`src/rtl/presents_collision_manager_if.sv`:
```
`default_nettype none
// ============================================================================
// Module      : presents_collision_manager_if
// Description : Frame/sprite request inputs and collision result outputs of
//               the presents collision manager, bundled as one interface.
// Revision    : 1.0 - initial release
// ============================================================================
interface presents_collision_manager_if #(
  parameter int NUM_PRESENTS = 3,
  parameter int CNT_W        = 8
);
  logic                    startOfFrame;
  logic                    playerRequest;
  logic                    ropeRequest;
  logic [NUM_PRESENTS-1:0] presentRequest;
  logic                    clearCount;
  logic [NUM_PRESENTS-1:0] col_player_present;
  logic [NUM_PRESENTS-1:0] col_rope_present;
  logic                    anyCollision;
  logic [CNT_W-1:0]        collectCount;
  logic [NUM_PRESENTS-1:0] presentBlocked;

  // Video pipeline side: drives requests, observes results
  modport master (
    output startOfFrame, playerRequest, ropeRequest, presentRequest, clearCount,
    input  col_player_present, col_rope_present, anyCollision, collectCount,
           presentBlocked
  );

  // Collision manager side
  modport slave (
    input  startOfFrame, playerRequest, ropeRequest, presentRequest, clearCount,
    output col_player_present, col_rope_present, anyCollision, collectCount,
           presentBlocked
  );
endinterface
`default_nettype wire

```
`src/rtl/presents_collision_manager.sv`:
```
`default_nettype none
// ============================================================================
// Module      : presents_collision_manager
// Description : Per-present collision detection between player/rope sprites
//               and presents. Overlaps are latched during a frame, reported
//               once at the frame boundary (player wins over rope), then the
//               present is ignored for HOLDOFF_FRAMES frames. Reported
//               collisions are accumulated in a saturating counter.
// Revision    : 1.0 - initial release
// ============================================================================
module presents_collision_manager #(
  parameter int NUM_PRESENTS   = 3,
  parameter int HOLDOFF_FRAMES = 30,
  parameter int CNT_W          = 8
) (
  input wire                            clk,
  input wire                            resetN,
  presents_collision_manager_if.slave   bus
);

  // Holdoff counter width: enough to hold HOLDOFF_FRAMES, never below 1 bit
  localparam int HCW = (HOLDOFF_FRAMES > 0) ? $clog2(HOLDOFF_FRAMES + 1) : 1;
  localparam logic [HCW-1:0] C_HOLD_LOAD = HCW'(HOLDOFF_FRAMES);
  localparam logic [HCW-1:0] C_HOLD_ONE  = HCW'(1);

  // Sum width covers the counter plus up to 2*16 pulses in one cycle
  localparam int SUM_W = CNT_W + 6;
  localparam logic [SUM_W-1:0] C_CNT_MAX = SUM_W'({CNT_W{1'b1}});

  typedef enum logic [0:0] {
    ST_IDLE    = 1'b0,
    ST_HOLDOFF = 1'b1
  } state_t;

  logic [NUM_PRESENTS-1:0] w_col_p;
  logic [NUM_PRESENTS-1:0] w_col_r;
  logic [NUM_PRESENTS-1:0] w_blocked;

  genvar gi;
  for (gi = 0; gi < NUM_PRESENTS; gi++) begin : g_chan
    state_t         r_state, w_state_nxt;
    logic [HCW-1:0] r_cnt, w_cnt_nxt;
    logic           r_hit_p, w_hit_p_nxt;
    logic           r_hit_r, w_hit_r_nxt;
    logic           r_pulse_p, w_pulse_p_nxt;
    logic           r_pulse_r, w_pulse_r_nxt;
    logic           w_ov_p, w_ov_r;

    assign w_ov_p = bus.playerRequest & bus.presentRequest[gi];
    assign w_ov_r = bus.ropeRequest   & bus.presentRequest[gi];

    // Channel state, holdoff counter, sticky hit flags and pulse registers
    always_ff @(posedge clk or negedge resetN) begin
      if (!resetN) begin
        r_state   <= ST_IDLE;
        r_cnt     <= '0;
        r_hit_p   <= 1'b0;
        r_hit_r   <= 1'b0;
        r_pulse_p <= 1'b0;
        r_pulse_r <= 1'b0;
      end else begin
        r_state   <= w_state_nxt;
        r_cnt     <= w_cnt_nxt;
        r_hit_p   <= w_hit_p_nxt;
        r_hit_r   <= w_hit_r_nxt;
        r_pulse_p <= w_pulse_p_nxt;
        r_pulse_r <= w_pulse_r_nxt;
      end
    end

    // Frame-boundary evaluation, holdoff countdown and overlap latching
    always_comb begin
      w_state_nxt   = r_state;
      w_cnt_nxt     = r_cnt;
      w_hit_p_nxt   = r_hit_p;
      w_hit_r_nxt   = r_hit_r;
      w_pulse_p_nxt = 1'b0;
      w_pulse_r_nxt = 1'b0;

      if (bus.startOfFrame) begin
        w_hit_p_nxt = 1'b0;
        w_hit_r_nxt = 1'b0;
        if (r_state == ST_IDLE) begin
          // Player takes priority when both sprites touched this present
          if (r_hit_p) begin
            w_pulse_p_nxt = 1'b1;
          end else if (r_hit_r) begin
            w_pulse_r_nxt = 1'b1;
          end
          // A zero holdoff keeps the channel permanently in IDLE
          if ((r_hit_p || r_hit_r) && (HOLDOFF_FRAMES != 0)) begin
            w_state_nxt = ST_HOLDOFF;
            w_cnt_nxt   = C_HOLD_LOAD;
          end
        end else begin
          if (r_cnt <= C_HOLD_ONE) begin
            w_state_nxt = ST_IDLE;
            w_cnt_nxt   = '0;
          end else begin
            w_cnt_nxt   = r_cnt - C_HOLD_ONE;
          end
        end
      end

      // Overlaps only count while the channel will be IDLE; an overlap on the
      // boundary cycle belongs to the new frame, hence applied after clearing
      if (w_state_nxt == ST_IDLE) begin
        if (w_ov_p) w_hit_p_nxt = 1'b1;
        if (w_ov_r) w_hit_r_nxt = 1'b1;
      end
    end

    assign w_col_p[gi]   = r_pulse_p;
    assign w_col_r[gi]   = r_pulse_r;
    assign w_blocked[gi] = (r_state == ST_HOLDOFF);
  end

  logic [SUM_W-1:0] w_hits;
  logic [SUM_W-1:0] w_sum;
  logic [CNT_W-1:0] r_count;

  // Number of pulses reported in the current cycle across both vectors
  always_comb begin
    w_hits = '0;
    for (int k = 0; k < NUM_PRESENTS; k++) begin
      w_hits = w_hits + SUM_W'(w_col_p[k]) + SUM_W'(w_col_r[k]);
    end
  end

  assign w_sum = SUM_W'(r_count) + w_hits;

  // Saturating collision counter; clear wins over the increment
  always_ff @(posedge clk or negedge resetN) begin
    if (!resetN) begin
      r_count <= '0;
    end else if (bus.clearCount) begin
      r_count <= '0;
    end else if (w_sum > C_CNT_MAX) begin
      r_count <= '1;
    end else begin
      r_count <= w_sum[CNT_W-1:0];
    end
  end

  // All outputs come straight from flops
  assign bus.col_player_present = w_col_p;
  assign bus.col_rope_present   = w_col_r;
  assign bus.anyCollision       = (|w_col_p) | (|w_col_r);
  assign bus.collectCount       = r_count;
  assign bus.presentBlocked     = w_blocked;

endmodule
`default_nettype wire

```
`src/flat_wrapper.sv`:
```
// flat-port wrapper written by rule: the top's interface ports become plain ports
module presents_collision_manager_flat 
#(
  parameter int NUM_PRESENTS   = 3,
  parameter int HOLDOFF_FRAMES = 30,
  parameter int CNT_W          = 8
)
  (clk, resetN, bus_startOfFrame, bus_playerRequest, bus_ropeRequest, bus_presentRequest, bus_clearCount, bus_col_player_present, bus_col_rope_present, bus_anyCollision, bus_collectCount, bus_presentBlocked);
  presents_collision_manager_if #(.NUM_PRESENTS(NUM_PRESENTS), .CNT_W(CNT_W)) bus_i ();
  input wire clk;
  input wire resetN;
  input wire logic [$bits(bus_i.startOfFrame)-1:0] bus_startOfFrame;
  input wire logic [$bits(bus_i.playerRequest)-1:0] bus_playerRequest;
  input wire logic [$bits(bus_i.ropeRequest)-1:0] bus_ropeRequest;
  input wire logic [$bits(bus_i.presentRequest)-1:0] bus_presentRequest;
  input wire logic [$bits(bus_i.clearCount)-1:0] bus_clearCount;
  output wire logic [$bits(bus_i.col_player_present)-1:0] bus_col_player_present;
  output wire logic [$bits(bus_i.col_rope_present)-1:0] bus_col_rope_present;
  output wire logic [$bits(bus_i.anyCollision)-1:0] bus_anyCollision;
  output wire logic [$bits(bus_i.collectCount)-1:0] bus_collectCount;
  output wire logic [$bits(bus_i.presentBlocked)-1:0] bus_presentBlocked;
  assign bus_i.startOfFrame = bus_startOfFrame;
  assign bus_i.playerRequest = bus_playerRequest;
  assign bus_i.ropeRequest = bus_ropeRequest;
  assign bus_i.presentRequest = bus_presentRequest;
  assign bus_i.clearCount = bus_clearCount;
  assign bus_col_player_present = bus_i.col_player_present;
  assign bus_col_rope_present = bus_i.col_rope_present;
  assign bus_anyCollision = bus_i.anyCollision;
  assign bus_collectCount = bus_i.collectCount;
  assign bus_presentBlocked = bus_i.presentBlocked;
  presents_collision_manager #(.NUM_PRESENTS(NUM_PRESENTS), .HOLDOFF_FRAMES(HOLDOFF_FRAMES), .CNT_W(CNT_W)) u_core (.clk(clk), .resetN(resetN), .bus(bus_i));
endmodule
```
`config.mk`:
```
export PLATFORM = sky130hd
export DESIGN_NAME = presents_collision_manager_flat
export DESIGN_NICKNAME = d
export VERILOG_FILES = /design/src/rtl/presents_collision_manager_if.sv /design/src/rtl/presents_collision_manager.sv /design/src/flat_wrapper.sv
export SDC_FILE = /design/constraint.sdc
export NUM_CORES = 1
export LEC_CHECK = 0
export CORE_MARGIN = 5
export CORE_UTILIZATION = 40
export DETAILED_ROUTE_END_ITERATION = 10
export HOLD_SLACK_MARGIN = 0.08
export PLACE_DENSITY = 0.66
export SLEW_MARGIN = 15
export SYNTH_ARGS = -nofsm -noshare
export SYNTH_HDL_FRONTEND = slang
export SYNTH_SLANG_ARGS = --single-unit
```
`constraint.sdc`:
```
create_clock -name clk -period 3.23 [get_ports clk]
set_input_delay 0.4845 -clock clk [delete_from_list [all_inputs] [get_ports clk]]
set_output_delay 0.4845 -clock clk [all_outputs]
set_load 0.005 [all_outputs]
```
Word-level counts from Yosys, hierarchy flattened
Cells that the tools add are included.
{"block": "totals", "register_bits": 38, "output_inout_bits": 18, "elab_cells": 112, "latch_bits": 0, "ram_bits": 0, "inputBits": 9, "mem_count": 0, "rom_bits": 0}
{"block": "op_classes", "reduce_logical": 11, "n_mux": 62, "n_shift": 0, "n_div": 0, "n_eq_ne": 0, "n_lt_le_gt_ge": 4, "add_sub_neg": 9, "multipliers": 0, "bitwise_logic": 7}
{"operator": "adder 14 x 1 -> 14 bit", "n": 4}
{"operator": "two-way mux 1 bit", "n": 51}
{"operator": "two-way mux 5 bit", "n": 9}
{"operator": "two-way mux 8 bit", "n": 2}
{"operator": "less-or-equal comparator 5 x 1 -> 1 bit, second input constant", "n": 3}
{"operator": "subtractor 5 x 1 -> 5 bit, second input constant", "n": 3}
{"operator": "adder 8 x 14 -> 14 bit", "n": 1}
{"operator": "> comparator 14 x 8 -> 1 bit, second input constant", "n": 1}
{"operator": "bitwise AND 1 bit", "n": 6}
{"operator": "AND reduction 2 bit", "n": 3}
{"operator": "nonzero test 2 bit", "n": 3}
{"operator": "OR reduction 3 bit", "n": 2}
{"operator": "logical OR 1 bit", "n": 3}
{"operator": "adder 1 x 1 -> 2 bit", "n": 1}
{"operator": "bitwise OR 1 bit", "n": 1}

Longest topological paths before layout
Gate-level depths: netlist (run 1).
{"block": "logic_depth", "word_depth": 9, "ltp_mapped": 12, "depth_no_buf": 12}

Least setup slack after synthesis (run 1)
OpenSTA, ideal clock, no wires.
{"block": "synth_timing", "path_kind": "reg2reg", "from": "register u_core.g_chan[0].r_pulse_r", "to": "register u_core.r_count[0] (netlist: u_core.bus.collectCount[0])", "path_stages_with_launch": 13, "setup_ps": 78, "synth_period_minus_slack_ps": 2873, "path_buffers": 0, "setup_slack_ps": 357, "arrival_time_ps": 2795, "path_cell_list": "dfrtp_1 -> ha_1 -> inv_1 -> fa_1 -> fa_1 -> inv_1 -> ha_1 -> inv_1 -> fa_1 -> nor2b_4 -> o31a_1 -> nand3_2 -> a21oi_1"}
{"block": "synth_between", "elab_chain_len": 9}
{"item": "start, declared", "line": "presents_collision_manager.sv:46", "text": "logic r_pulse_r, w_pulse_r_nxt;"}
{"item": "start signal, assigned", "line": "presents_collision_manager.sv:67", "text": "r_pulse_r <= w_pulse_r_nxt;"}
{"item": "adder 1 x 1 -> 2 bit (*)", "line": "presents_collision_manager.sv:126", "text": "w_hits = w_hits + SUM_W'(w_col_p[k]) + SUM_W'(w_col_r[k]);"}
{"item": "adder 14 x 1 -> 14 bit (*) (4 in series)", "line": "presents_collision_manager.sv:126"}
{"item": "adder 8 x 14 -> 14 bit (*)", "line": "presents_collision_manager.sv:130", "text": "assign w_sum = SUM_W'(r_count) + w_hits;"}
{"item": "> comparator 14 x 8 -> 1 bit", "line": "presents_collision_manager.sv:138", "text": "end else if (w_sum > C_CNT_MAX) begin"}
{"item": "two-way mux 8 bit (*)", "line": "presents_collision_manager.sv:138"}
{"item": "two-way mux 8 bit (*)", "line": "presents_collision_manager.sv:136", "text": "end else if (bus.clearCount) begin"}
{"item": "end signal, assigned", "line": "presents_collision_manager.sv:141", "text": "r_count <= w_sum[CNT_W-1:0];"}
{"item": "end, declared", "line": "presents_collision_manager.sv:120", "text": "logic [CNT_W-1:0] r_count;"}
Mark *: on every way between the ends. The rest lies on a longest branch, timed or not.
A chain may end at the register's enable or synchronous reset.

Worst setup path after layout (run 1)
{"block": "layout_timing", "from": "register u_core.g_chan[0].r_pulse_p", "to": "register u_core.r_count[1] (netlist: u_core.bus.collectCount[1])"}
{"block": "layout_between", "elab_chain_len": 9}
{"item": "start, declared", "line": "presents_collision_manager.sv:45", "text": "logic r_pulse_p, w_pulse_p_nxt;"}
{"item": "start signal, assigned", "line": "presents_collision_manager.sv:66", "text": "r_pulse_p <= w_pulse_p_nxt;"}
{"item": "adder 1 x 1 -> 2 bit (*)", "line": "presents_collision_manager.sv:126"}
{"item": "adder 14 x 1 -> 14 bit (*) (4 in series)", "line": "presents_collision_manager.sv:126"}
{"item": "adder 8 x 14 -> 14 bit (*)", "line": "presents_collision_manager.sv:130"}
{"item": "> comparator 14 x 8 -> 1 bit", "line": "presents_collision_manager.sv:138"}
{"item": "two-way mux 8 bit (*)", "line": "presents_collision_manager.sv:138"}
{"item": "two-way mux 8 bit (*)", "line": "presents_collision_manager.sv:136"}
Marked as above.

==> results of run 1 <==
-- registers in the layout (all words and copies together) (netlist names) --
| name | cells |
|---|---|
| u_core.g_chan.r_cnt | 15 |
| u_core.bus.collectCount | 8 |
| u_core.g_chan.r_hit_p | 3 |
| u_core.g_chan.r_hit_r | 3 |
| u_core.g_chan.r_pulse_p | 3 |
| u_core.g_chan.r_pulse_r | 3 |
| u_core.g_chan.r_state | 3 |
-- cell families (layout without fill, tap and decap cells) --
logic type,count (synthesis),after routing,share of synthesized area [%]
AO/OA/AOI/OAI,69,69,23.5
AND/OR/NAND/NOR,56,56,13.3
buffers and inverters,44,64,9.59
flip-flops,38,38,41.9
adder cells (fa/ha/maj),17,17,10.4
XOR/XNOR,2,2,0.771
multiplexers,1,1,0.661
-- critical path, cell delays in order (launching register included) --
cell and delay [ns]:
dfrtp_1 0.40, ha_1 0.28, inv_1 0.05, fa_1 0.50, fa_1 0.41, inv_1 0.06, ha_1 0.15, inv_1 0.05
fa_1 0.43, nor2b_4 0.14, o31a_1 0.17, nand3_2 0.15, a21oi_1 0.19
-- cells in the final DEF (no fill, tap or decap), drive strengths merged, types with 3 or more instances in the layout --
master / netlist / layout
a31oi: 4 / 4
o21ai: 12 / 12
a21o: 3 / 3
fa: 3 / 3
o31a: 6 / 6
or2: 3 / 3
nand2: 21 / 21
ha: 14 / 14
o211a: 5 / 5
inv: 29 / 29
nand3: 4 / 4
o41ai: 3 / 3
o31ai: 9 / 9
clkdlybuf4s50: 0 / 25
a21oi: 11 / 11
nor2: 10 / 10
o21a: 5 / 5
o22ai: 7 / 7
nor3: 5 / 5
dfrtp: 38 / 38
clkbuf: 0 / 7
-- area by class of cell --
type,instances,area [sq um]
repair buffers,27,263
fillers,508,2900
clock buffers,7,86.3
inverters,29,109
flip-flops and latches,38,951
well taps,72,90.1
clock inverters,1,5.00
multi-input cells,145,1100
-- per-layer routing --
layer	global-route usage (%)	vias up	share of wire, %
li1	-	833	-
met1	16.8	785	48
met2	19.4	29	46
met3	3.59	4	3.9
met4	3.88	0	1.2
met5	0	-	0
-- through the flow --
step	cells	util [%]
6_report	319	47.3
5_1_grt	319	47.3
4_1_cts	319	47.3
3_5_place_dp	311	45.7
3_3_place_gp	311	45.7
2_1_floorplan	227	-
-- how the worst max path moves through the flow --
stage / slack, ns / endpoint / startpoint
6_report: 0.18 / u_core.bus.collectCount[1] / u_core.g_chan[0].r_pulse_p
5_1_grt: 0.03 / u_core.bus.collectCount[3] / u_core.g_chan[0].r_pulse_p
4_1_cts: 0.16 / u_core.bus.collectCount[3] / u_core.g_chan[0].r_pulse_p
3_5_place_dp: 0.18 / u_core.bus.collectCount[3] / u_core.g_chan[0].r_pulse_p
3_3_place_gp: 0.26 / u_core.bus.collectCount[1] / u_core.g_chan[0].r_pulse_r
2_1_floorplan: 0.36 / u_core.bus.collectCount[0] / u_core.g_chan[0].r_pulse_r
-- report_power, final --
part	leakage [uW]	internal, uW	switching (uW)
clock	0.0000482	172	164
combinational	0.000648	210	206
sequential	0.000465	586	160
total	0.00116	968	530
==> Flow_metrics.wiki, run 1 <==
{| class="wikitable"
! Metric !! Value
|-
| Result of the run || finished, final reports clean
|-
| CTS tree || built
|-
| Largest cells by area after synthesis || dfrtp_1, ha_1, inv_1
|-
| Capturing point of the worst reg2reg path || u_core.bus.collectCount[1]
|-
| Count of cells resized by post-cts repair || 0
|-
| Floorplan die area || 0.00728 sq mm
|-
| Cts hold-fix bufs || 0
|-
| Combined area of all synthesized cells || 0.00227 sq mm
|-
| Classification of the worst setup path || flop to flop
|-
| First-pass iteration count of the detailed router || 4
|-
| Register area share after synthesis || a little over two fifths
|-
| Placement row count || 27
|-
| CP max FO || 5
|-
| Vias || roughly 1700
|-
| Count of synthesis-stage warnings from yosys || 0
|-
| Worst slew margin relative to its limit || 43.4%
|-
| Shortest period the worst path allows || 3.05 ns
|-
| Most numerous cell in the Yosys netlist || dfrtp_1
|-
| Average detailed-routed wire length per instance || 13.4 microns
|-
| P_leak || roughly 0.0012 uW
|-
| # Post-CTS Setup Buffers || 0
|-
| Number of top-level pins || 27
|-
| Insertion delay to the later sink of the worst-skew pair || approximately 0.29 ns
|-
| Wirelength, routed || 4280 microns
|-
| Crit share post-route || 94.4%
|-
| Post-synth top area share || 41.9%
|-
| Total clock buffers created by CTS || 5
|-
| Hold Violations, Final || 0
|-
| Global-route wire length before repair || about 7300 microns
|-
| Number of antenna violations at the first check in global routing || 0
|-
| Post-synthesis async set-or-reset flop share || 100%
|-
| Number of global-route vias before repair || 1610
|-
| Cell at the root of the clock tree || clkbuf_8
|-
| Fraction of final layout cells sized beyond drive strength 1 || under 10%
|-
| Fin area || 0.00261 sq mm
|-
| DP Area || 0.00251 sq mm
|-
| Buffers on Ports || 26
|-
| Number of instances in the synthesized netlist || 227
|-
| Final clock skew || 0.00896 ns
|-
| Setup slack on the worst flop-to-flop path || 0.18 ns
|-
| Top_reg_cell synth || dfrtp_1
|-
| Setup Slack @ Placement || about 0.18 ns
|-
| Number of enable flip-flop cells after synthesis || 0
|-
| Area Overhead vs Synth || 14.8%
|-
| Kind of start point of the critical path || flop
|-
| Actual slew at the worst max-slew pin || 0.849 ns
|-
| Largest vdd supply drop || 383 uV
|-
| Number of antenna diodes || 0
|-
| Synthesized area per cell || 10.0 sq um
|-
| Detail-routed via count per cell || roughly 5.2
|-
| Fin Hold WS || 0.305 ns
|-
| Endpoints failing setup || 0
|-
| Data arrival time of the critical path || 3.26 ns
|-
| Path type of the worst min-delay path || input pin to asynchronous set/reset pin
|-
| Power density over the cells || 575 mW/mm^2
|-
| Die Wd || 85.3 microns
|-
| Post-DRT Antenna Nets || 0
|-
| Die Y || 85.3 microns
|-
| Maximum root-to-sink buffer count || 2
|-
| Detailed-route DRC error count || 0
|-
| Startpoint of the lowest-slack register-to-register path || u_core.g_chan[0].r_pulse_p
|-
| H-tree depth reported by CTS || 2
|-
| Number of clock sinks || 38
|-
| Library cell with the largest summed area after synthesis || dfrtp_1
|-
| Final critical-path setup slack || 0.181 ns
|-
| Number of DRC violations after detailed-routing iteration 0 || 61
|-
| Layout Nets || approximately 270
|-
| Number of synthesized register bits || 38
|-
| Number of max-slew violations in the final report || 0
|-
| Detailed Place HPWL || 3130 microns
|-
| Post-Route Setup TNS || 0 ns
|-
| Total chip power || approximately 1500 uW
|-
| Synthesized Nets || ~250
|-
| Required time reported for the critical path endpoint || 3.44 ns
|-
| Maximum number of pins on one net before global-route repair || 39
|-
| Max-cap violations || 0
|-
| Starting density of the core || 41.2%
|-
| Clock-pin slew reported for the worst setup and hold paths after clock tree synthesis || 0.08 ns
|-
| Depth of the most critical reg-to-reg path || 12
|-
| Distinct cells, synth || 44
|-
| Area of the core || between 0.005 and 0.006 sq mm
|-
| GRT Util Overall || 12.5%
|-
| Highest clock rate || approximately 330 MHz
|-
| Final weighted congestion in routability-driven placement || 0.802
|-
| Most common library cells after synthesis || dfrtp_1, inv_1, nand2_1, buf_4, ha_1
|-
| Setup repair after global routing missed its margin || false
|-
| Overflow left after global routing || 0
|-
| Setup crit end kind || flop
|}
Power figures use the tool's default switching activity.
==> run 2: changes to the inputs <==
- CAP_MARGIN: not set -> 25
- clock period: 3.23 -> 3.7 ns (I/O delays scaled with it)
==> run 2 against run 1 <==
Effect of this change: via count shrank 0.36%; clock skew shrank 0.0049 ns; worst hold slack gained 0.068 ns; critical path type unchanged; critical endpoint unchanged.
==> Flow_metrics.wiki, run 2 (same netlist as run 1, synthesis figures left out) <==
{| class="wikitable"
! Metric !! Value
|-
| Detail-routed via count per cell || 5.16 (was 5.18)
|-
| Shortest period the worst path allows || 3.05 ns (about the same)
|-
| Busiest metal layer after global routing || met2 (unchanged)
|-
| Met1 capacity usage during global routing || 16.5% (was 16.8%)
|-
| Average detailed-routed wire length per instance || 13.6 microns (was 13.4 microns)
|-
| Wirelength, routed || 4350 microns (was 4280 microns)
|-
| Area Overhead vs Synth || 15.4% (was 14.8%)
|-
| Final critical-path setup slack || 0.649 ns (was 0.181 ns)
|-
| Fraction of final layout cells sized beyond drive strength 1 || 8.10% (was 8.50%)
|-
| Count of cells resized by post-cts repair || 0 (unchanged)
|-
| Endpoints failing setup || 0 (unchanged)
|-
| Number of max-slew violations in the final report || 0 (unchanged)
|-
| Crit share post-route || 82.5% (was 94.4%)
|-
| P_leak || 0.00117 uW (was 0.00116 uW)
|-
| Flip-flop and latch area || 951 sq um (unchanged)
|-
| Actual slew at the worst max-slew pin || 0.848 ns (was 0.849 ns)
|-
| Final weighted congestion in routability-driven placement || 0.797 (was 0.802)
|-
| Overflow left after global routing || 0 (unchanged)
|-
| Area taken by multi-input logic gates || 0.00110 sq mm (unchanged)
|-
| Required time reported for the critical path endpoint || 3.91 ns (was 3.44 ns)
|-
| Area of the core || 0.00551 sq mm (unchanged)
|-
| Total clock buffers created by CTS || 5 (unchanged)
|-
| Hold Violations, Final || 0 (unchanged)
|-
| Worst slew margin relative to its limit || 43.4% (about the same)
|-
| Highest clock rate || 328 MHz (about the same)
|-
| CTS tree || built (unchanged)
|-
| Power density over the cells || 520 mW/mm^2 (was 575 mW/mm^2)
|-
| Max-cap violations || 0 (unchanged)
|-
| Vias || 1645 (was 1651)
|-
| Number of antenna violations at the first check in global routing || 0 (unchanged)
|-
| Number of global-route vias before repair || 1575 (was 1610)
|-
| Launch point of the critical path || u_core.g_chan[0].r_pulse_r (was u_core.g_chan[0].r_pulse_p)
|-
| First-pass iteration count of the detailed router || 4 (unchanged)
|-
| Commonest non-fill, non-tap cell in the layout || dfrtp_1 (unchanged)
|-
| Path type of the worst min-delay path || input pin to asynchronous set/reset pin (unchanged)
|-
| Insertion delay to the later sink of the worst-skew pair || 0.29 ns (about the same)
|-
| Capturing point of the worst reg2reg path || u_core.bus.collectCount[1] (unchanged)
|-
| Cell at the root of the clock tree || clkbuf_8 (unchanged)
|-
| Setup slack on the worst flop-to-flop path || 0.65 ns (was 0.18 ns)
|-
| Layout Nets || 272 (unchanged)
|-
| Setup Slack @ Placement || 0.643 ns (was 0.181 ns)
|-
| Buffers on Ports || 26 (unchanged)
|-
| Number of clock sinks || 38 (unchanged)
|-
| Setup crit end kind || flop (unchanged)
|-
| Number of flip-flops in the largest register || 15 (unchanged)
|-
| Final clock skew || 0.00408 ns (was 0.00896 ns)
|-
| Post-DRT Antenna Nets || 0 (unchanged)
|-
| Most used cells in the layout excluding fill and tap cells || dfrtp_1, inv_1, clkdlybuf4s50_1 (unchanged)
|-
| Data arrival time of the critical path || 3.26 ns (about the same)
|-
| GR met2 Demand/Resource || 18.9% (was 19.4%)
|-
| Fraction of met3 tracks used by global routing || 3.69% (was 3.59%)
|-
| Kind of start point of the critical path || flop (unchanged)
|-
| Largest register by flop count || u_core.g_chan.r_cnt (unchanged)
|-
| Clock-pin slew reported for the worst setup and hold paths after clock tree synthesis || 0.07 ns (was 0.08 ns)
|-
| Number of DRC violations after detailed-routing iteration 0 || 51 (was 61)
|-
| Startpoint of the lowest-slack register-to-register path || u_core.g_chan[0].r_pulse_r (was u_core.g_chan[0].r_pulse_p)
|-
| Number of antenna diodes || 0 (unchanged)
|-
| Critical Path End || u_core.bus.collectCount[1] (unchanged)
|-
| Detailed-route DRC error count || 0 (unchanged)
|-
| Starting density of the core || 41.2% (unchanged)
|-
| Number of top-level pins || 27 (unchanged)
|-
| H-tree depth reported by CTS || 2 (unchanged)
|-
| Fin Hold WS || 0.373 ns (was 0.305 ns)
|-
| Die Wd || 85.3 microns (unchanged)
|-
| Fill cells || 511 (was 508)
|-
| Global-route wire length before repair || 7300 microns (was 7330 microns)
|-
| Die Y || 85.3 microns (unchanged)
|-
| # Post-CTS Setup Buffers || 0 (unchanged)
|-
| Classification of the worst setup path || flop to flop (unchanged)
|-
| Setup repair after global routing missed its margin || false (unchanged)
|-
| Cts hold-fix bufs || 0 (unchanged)
|-
| Depth of the most critical reg-to-reg path || 12 (unchanged)
|-
| Largest vdd supply drop || 320 uV (was 383 uV)
|-
| Detailed Place HPWL || 3160 microns (was 3130 microns)
|-
| Post-Route Setup TNS || 0 ns (unchanged)
|-
| Result of the run || finished, final reports clean (unchanged)
|-
| Placement row count || 27 (unchanged)
|-
| CP max FO || 5 (unchanged)
|-
| GRT Util Overall || 12.5% (about the same)
|-
| Maximum root-to-sink buffer count || 2 (unchanged)
|-
| Floorplan die area || 0.00728 sq mm (unchanged)
|-
| Total chip power || 1360 uW (was 1500 uW)
|-
| Maximum number of pins on one net before global-route repair || 39 (unchanged)
|}
run 2: cell types whose count changed in the layout (fill, tap and decap cells not counted):
cell and change:
clkinv_2 -1, bufinv_16 +1, clkbuf_1 +1, clkbuf_8 -1
run 2: how the worst min path moves through the flow:
stage,startpoint,to,slack [ns],cells past startpoint
final,resetN,u_core.g_chan[2].r_cnt[1],0.37,1
after global placement,u_core.g_chan[1].r_hit_p,u_core.g_chan[1].r_pulse_r,0.52,1
after floorplan,resetN,u_core.bus.collectCount[0],0.26,0
after global routing,resetN,u_core.g_chan[2].r_cnt[3],0.44,1
after detailed placement,u_core.g_chan[0].r_hit_p,u_core.g_chan[0].r_pulse_r,0.53,1
after CTS,resetN,u_core.g_chan[0].r_cnt[0],0.39,1
run 2: stage by stage:
step | utilization, % | cell area, sq um | cells
final | 47.6 | 2620 | 319
after global routing | 47.6 | 2620 | 319
after CTS | 47.6 | 2620 | 319
after detailed placement | 45.7 | 2510 | 311
after global placement | 45.7 | 2510 | 311
after floorplan | - | 2270 | 227
run 2: power breakdown:
group,total (uW),internal (uW),switching [uW]
combinational,363,183,181
clock,346,202,144
sequential,654,511,142
total,1360,896,467
run 2: worst max-delay path, stage by stage, from the launching register on:
cell and delay [ns]:
dfrtp_1 0.40, ha_1 0.28, inv_1 0.05, fa_1 0.49, fa_1 0.40, inv_1 0.06, ha_1 0.16, inv_1 0.05
fa_1 0.43, nor2b_4 0.15, o31a_1 0.18, nand3_2 0.15, a21oi_1 0.17
run 2: cell type report:
class / instances / share of cell area (%)
clock buffers: 7 / 2.91
clock inverters: 1 / 1.15
inverters: 29 / 4.15
multi-input cells: 145 / 42.1
flip-flops and latches: 38 / 36.3
well taps: 72 / 3.44
repair buffers: 27 / 10.0
run 2: per-layer routing:
layer,wire (microns),share of wire [%]
met1,2130,49
met2,1920,44
met4,105,2.4
met5,0,0
met3,187,4.3
